[src/rtl/rf_wb_arbiter.sv]
// Register-file write-port arbiter: round-robin between execute and load results, registered
// write-back stage, load-pending scoreboard with hazard detect. Optional bypass: RF_WB_BYPASS_EN.
module rf_wb_arbiter #(
  parameter int Width = 32,
  parameter int AW    = 5
) (
  input  logic             clk_i,
  input  logic             rst_i,
  input  logic             ex_valid_i,
  input  logic [AW-1:0]    ex_rd_i,
  input  logic [Width-1:0] ex_data_i,
  output logic             ex_ready_o,
  input  logic             ld_valid_i,
  input  logic [AW-1:0]    ld_rd_i,
  input  logic [Width-1:0] ld_data_i,
  output logic             ld_ready_o,
  input  logic             alloc_valid_i,
  input  logic [AW-1:0]    alloc_rd_i,
  output logic             alloc_ready_o,
  input  logic [AW-1:0]    ra_i,
  input  logic [AW-1:0]    rb_i,
  output logic             hazard_o,
  output logic             wen_o,
  output logic [AW-1:0]    rw_o,
  output logic [Width-1:0] busw_o,
  output logic             byp_a_o,
  output logic             byp_b_o,
  output logic [Width-1:0] byp_data_o
);
  localparam int NREG = 1 << AW;
  localparam logic SIDE_EX = 1'b0;
  localparam logic SIDE_LD = 1'b1;

  typedef struct packed {
    logic [AW-1:0]    rd;
    logic [Width-1:0] data;
  } wb_req_t;

  logic            rr;
  logic [NREG-1:0] pending;
  logic            gnt_ex, gnt_ld, gnt_any;
  wb_req_t         gnt_req;
  logic [NREG-1:0] set_mask, clr_mask;

  always_comb begin
    gnt_ld   = ld_valid_i & (~ex_valid_i | (rr == SIDE_LD));
    gnt_ex   = ex_valid_i & ~gnt_ld;
    gnt_any  = gnt_ld | gnt_ex;
    gnt_req  = gnt_ld ? '{rd: ld_rd_i, data: ld_data_i} : '{rd: ex_rd_i, data: ex_data_i};
    set_mask = '0;
    clr_mask = '0;
    if (alloc_valid_i && alloc_ready_o && alloc_rd_i != '0) set_mask[alloc_rd_i] = 1'b1;
    if (gnt_ld) clr_mask[ld_rd_i] = 1'b1;
  end

  assign ex_ready_o    = gnt_ex;
  assign ld_ready_o    = gnt_ld;
  assign alloc_ready_o = ~pending[alloc_rd_i];
  assign hazard_o      = ((ra_i != '0) & pending[ra_i]) | ((rb_i != '0) & pending[rb_i]);

  // Clear wins over set; the alloc_ready handshake already keeps them on different registers.
  always_ff @(posedge clk_i or posedge rst_i) begin
    if (rst_i) begin
      rr      <= SIDE_LD;
      pending <= '0;
      wen_o   <= 1'b0;
      rw_o    <= '0;
      busw_o  <= '0;
    end else begin
      if (ex_valid_i && ld_valid_i) rr <= ~rr;
      pending <= (pending | set_mask) & ~clr_mask;
      wen_o   <= gnt_any & (gnt_req.rd != '0);
      if (gnt_any) begin
        rw_o   <= gnt_req.rd;
        busw_o <= gnt_req.data;
      end
    end
  end

`ifdef RF_WB_BYPASS_EN
  assign byp_a_o    = wen_o & (rw_o == ra_i) & (ra_i != '0);
  assign byp_b_o    = wen_o & (rw_o == rb_i) & (rb_i != '0);
  assign byp_data_o = busw_o;
`else
  assign byp_a_o    = 1'b0;
  assign byp_b_o    = 1'b0;
  assign byp_data_o = '0;
`endif

endmodule

[config.mk]
export PLATFORM = sky130hd
export DESIGN_NAME = rf_wb_arbiter
export DESIGN_NICKNAME = d
export VERILOG_FILES = /design/src/rtl/rf_wb_arbiter.sv
export SDC_FILE = /design/constraint.sdc
export NUM_CORES = 1
export LEC_CHECK = 0
export CAP_MARGIN = 5
export CORE_AREA = 4 4 102 104
export DETAILED_ROUTE_END_ITERATION = 8
export DIE_AREA = 0 0 106 108
export PLACE_DENSITY_LB_ADDON = 0.08
export SYNTH_ARGS = -nofsm -noshare
export SYNTH_HDL_FRONTEND = slang
export SYNTH_SLANG_ARGS = --single-unit
[constraint.sdc]
create_clock -name clk_i -period 6.8 [get_ports clk_i]
set_input_delay 1.36 -clock clk_i [delete_from_list [all_inputs] [get_ports clk_i]]
set_output_delay 1.36 -clock clk_i [all_outputs]
set_load 0.02 [all_outputs]
==> flow_summary.toml <==
[status]
outcome = "finished clean"

[route]
wl_per_cell_um = 18.3
drt-initial-drc-count = 190
via_count = 3714
routed_wl_um = 12600
drtAntennaViolNets = 0
via_per_inst = 5.39
drc = 0
drt-pass1-iter-count = 5

[synthesis]
yosysTopAreaCell = "dfrtp_1"
synth-seq-cells = 71
synth_cells = 433
synth_seq_area_share_pct = 39.5
ys_types = 45
synthTopCellsByArea = "dfrtp_1, mux2i_1, mux4_2"
async_reset_ff_share_pct = 100
synth_area_per_cell_um2 = 10.4
synth_common_cells = "dfrtp_1, mux2i_1, nand2_1, o21ai_1, buf_4"
ys_warn_count = 0
synth_edf_count = 0
ys.flop_type = "dfrtp_1"
synth_top_cell_area_share_pct = 38.9
syn_area_um2 = 4510
synthMostInstantiatedCell = "dfrtp_1"

[clock_network]
clock_sinks = 71
cts_tree = "built"
htreeDepth = 3
numCtsBuffers = 9
cts_hold_repair.buffers = 0
cts_resized = 0
clkLatencyLatePin_ns = 0.34
cts.clk_slew.worst_paths_ns = 0.06
post_cts.repair.setup_buffers = 0
clockBufferDepth = 2
root_buffer = "clkbuf_8"

[critical_path]
path_delay_family = "buffers and inverters"
r2r_setup_slack_ns = 4.54
crit_buf_inv = 2
reg2reg_to = "pending[1]"
cp_slowest_stage_delay_ns = 0.88
crit_chain = "clkdlybuf4s50_1, mux4_1, a22oi_1, and3_1, and2_1, clkdlybuf4s50_1"
crit_path_frequent_cell = "clkdlybuf4s50_1"
cp_data_required_time_ns = 5.44
r2r_start = "pending[8]"
end_kind = "primary output"
path_max_fanout = 14
arrival_ns = 4.44
critPathKind = "input pin to primary output"
ff2ff_path_depth = 5
cp_slowest_cell = "clkdlybuf4s50_1"
setup.worst_path.start_class = "input pin"

[flow_run]
drv_cap = 0

[place]
post-place-ws_ns = 1.01
dp_cells = 673
place.gp.congestion = 0.970
port-buffer-count = 135
dp_hpwl_um = 9460

[timing]
max_freq_ghz = 0.172
period_minus_slack_ns = 5.80
setup_viol = 0
maxSlewViolCount = 0
finalHoldViolCount = 0
worst_slew_pin_slew_ns = 0.888
setup_tns_ns = 0
rsz0062_at_grt = "false"
slew_headroom_pct = 40.8
setup_slack_ns = 0.996
min_period_over_period_pct = 85.4
fin_worst_skew_ns = 0.0142

[final_layout]
final_cells = 689
final_nets = 645
diodes = 0
drive_above_1_share_pct = 11.9
final_util_pct = 62.3
syn2layout_area_growth_pct = 32.1

[power]
internal-power_w = 0.000925
p_switching_w = 0.000487
p_seq_share_pct = 40.3
pwr-share-clk_pct = 24.0
power.total_w = 0.00141
power_leakage_nw = 2.48
peakVddDrop_mv = 0.127
swShare_pct = 34.5
combPwrFrac_pct = 35.7
powerDensity_nw_per_um2 = 237

[floorplan]
core_um2 = 9550
start_util_pct = 47.2
num_io_pins = 170
die_h_um = 108
die_w_um = 106
core.rowCount = 36
dieArea_um2 = 11400

[global_route]
antenna_found_initial = 0
overflow = 0
grt_usage_pct = 21.9
grt_pass1_vias = 3824
grt_pass1_wl_um = 19800
grt_start_max_net_pins = 78

[min_path]
hold-path-endpoint = "rr"
min-delay-start = "rr"
min_path_cells = 1
hold_path_class = "flop to flop"
## metal layers
layer  part of all wire, %  track usage, %  up-vias
li1                      -               -     1734
met1                    41            28.8     1767
met2                    46            34.1      194
met3                    11            7.40       19
met4                   1.8            7.86        0
met5                     0               0        -
## cell type report
cell class / instances / area (µm²)
clock buffer: 12 / 145
sequential: 71 / 1780
clock inverter: 4 / 45.0
timing repair buffer: 138 / 1370
inverter: 22 / 82.6
fill: 820 / 3600
multi-input combinational: 309 / 2360
tap: 133 / 166
## sequential cells by signal, indices dropped and copies added (netlist names)
signal   flops
rr           1
pending     32
busw_o      32
rw_o         5
wen_o        1
## cell usage in the layout (no fill, tap or decap), types with 2 or more instances in the layout
master / count
clkdlybuf4s50_1: 134
dfrtp_1: 70
mux2i_1: 48
nand2_1: 42
o21ai_1: 38
conb_1: 34
inv_1: 19
o22ai_1: 19
a21oi_1: 18
mux4_2: 17
a21oi_2: 17
nor2_1: 14
clkbuf_8: 10
a31oi_1: 7
nor3b_1: 5
nand3b_1: 5
and3b_1: 4
nand3_1: 4
mux4_1: 4
inv_2: 3
mux2_4: 3
and3_1: 3
a22oi_1: 3
nand4_4: 3
clkinv_2: 3
buf_4: 3
nor3_1: 2
mux2_1: 2
nor2b_1: 2
or3_1: 2
a2111oi_0: 2
clkbuf_1: 2
## power groups by stage
| stage | sequential [W] | combinational (W) | clock (W) |
|---|---|---|---|
| final | 0.000569 | 0.000504 | 0.000339 |
| after global routing | 0.000578 | 0.000545 | 0.000367 |
| after CTS | 0.000567 | 0.000509 | 0.000346 |
| after detailed placement | 0.000572 | 0.000508 | 0 |
| after global placement | 0.000570 | 0.000501 | 0 |
| after floorplan | 0.000616 | 0.000246 | 0 |
## stage by stage
step	instance area (µm²)	hold slack (ns)
2_1_floorplan	4630	0.460
3_3_place_gp	5760	0.479
3_5_place_dp	5760	0.492
4_1_cts	5950	0.511
5_1_grt	5950	0.522
6_report	5950	0.503
## cells by family after synthesis
logic type	count (synthesis)	synth area share, %
compound gates	108	15.0
simple gates	92	11.5
buf+inv	86	10.8
mux	74	23.0
flops	71	39.5
xor+xnor	1	0.194
other cells	1	0.0832
## worst max path at each step
stage	from	endpoint	slack [ns]	cells past startpoint
after detailed placement	alloc_rd_i[0]	alloc_ready_o	1.01	6
after floorplan	alloc_rd_i[1]	alloc_ready_o	2.65	7
after global routing	alloc_rd_i[0]	alloc_ready_o	0.87	6
final	alloc_rd_i[0]	alloc_ready_o	1.0	6
after global placement	alloc_rd_i[0]	alloc_ready_o	1.09	6
after CTS	alloc_rd_i[0]	alloc_ready_o	0.99	6
Power figures use the tool's default switching activity.
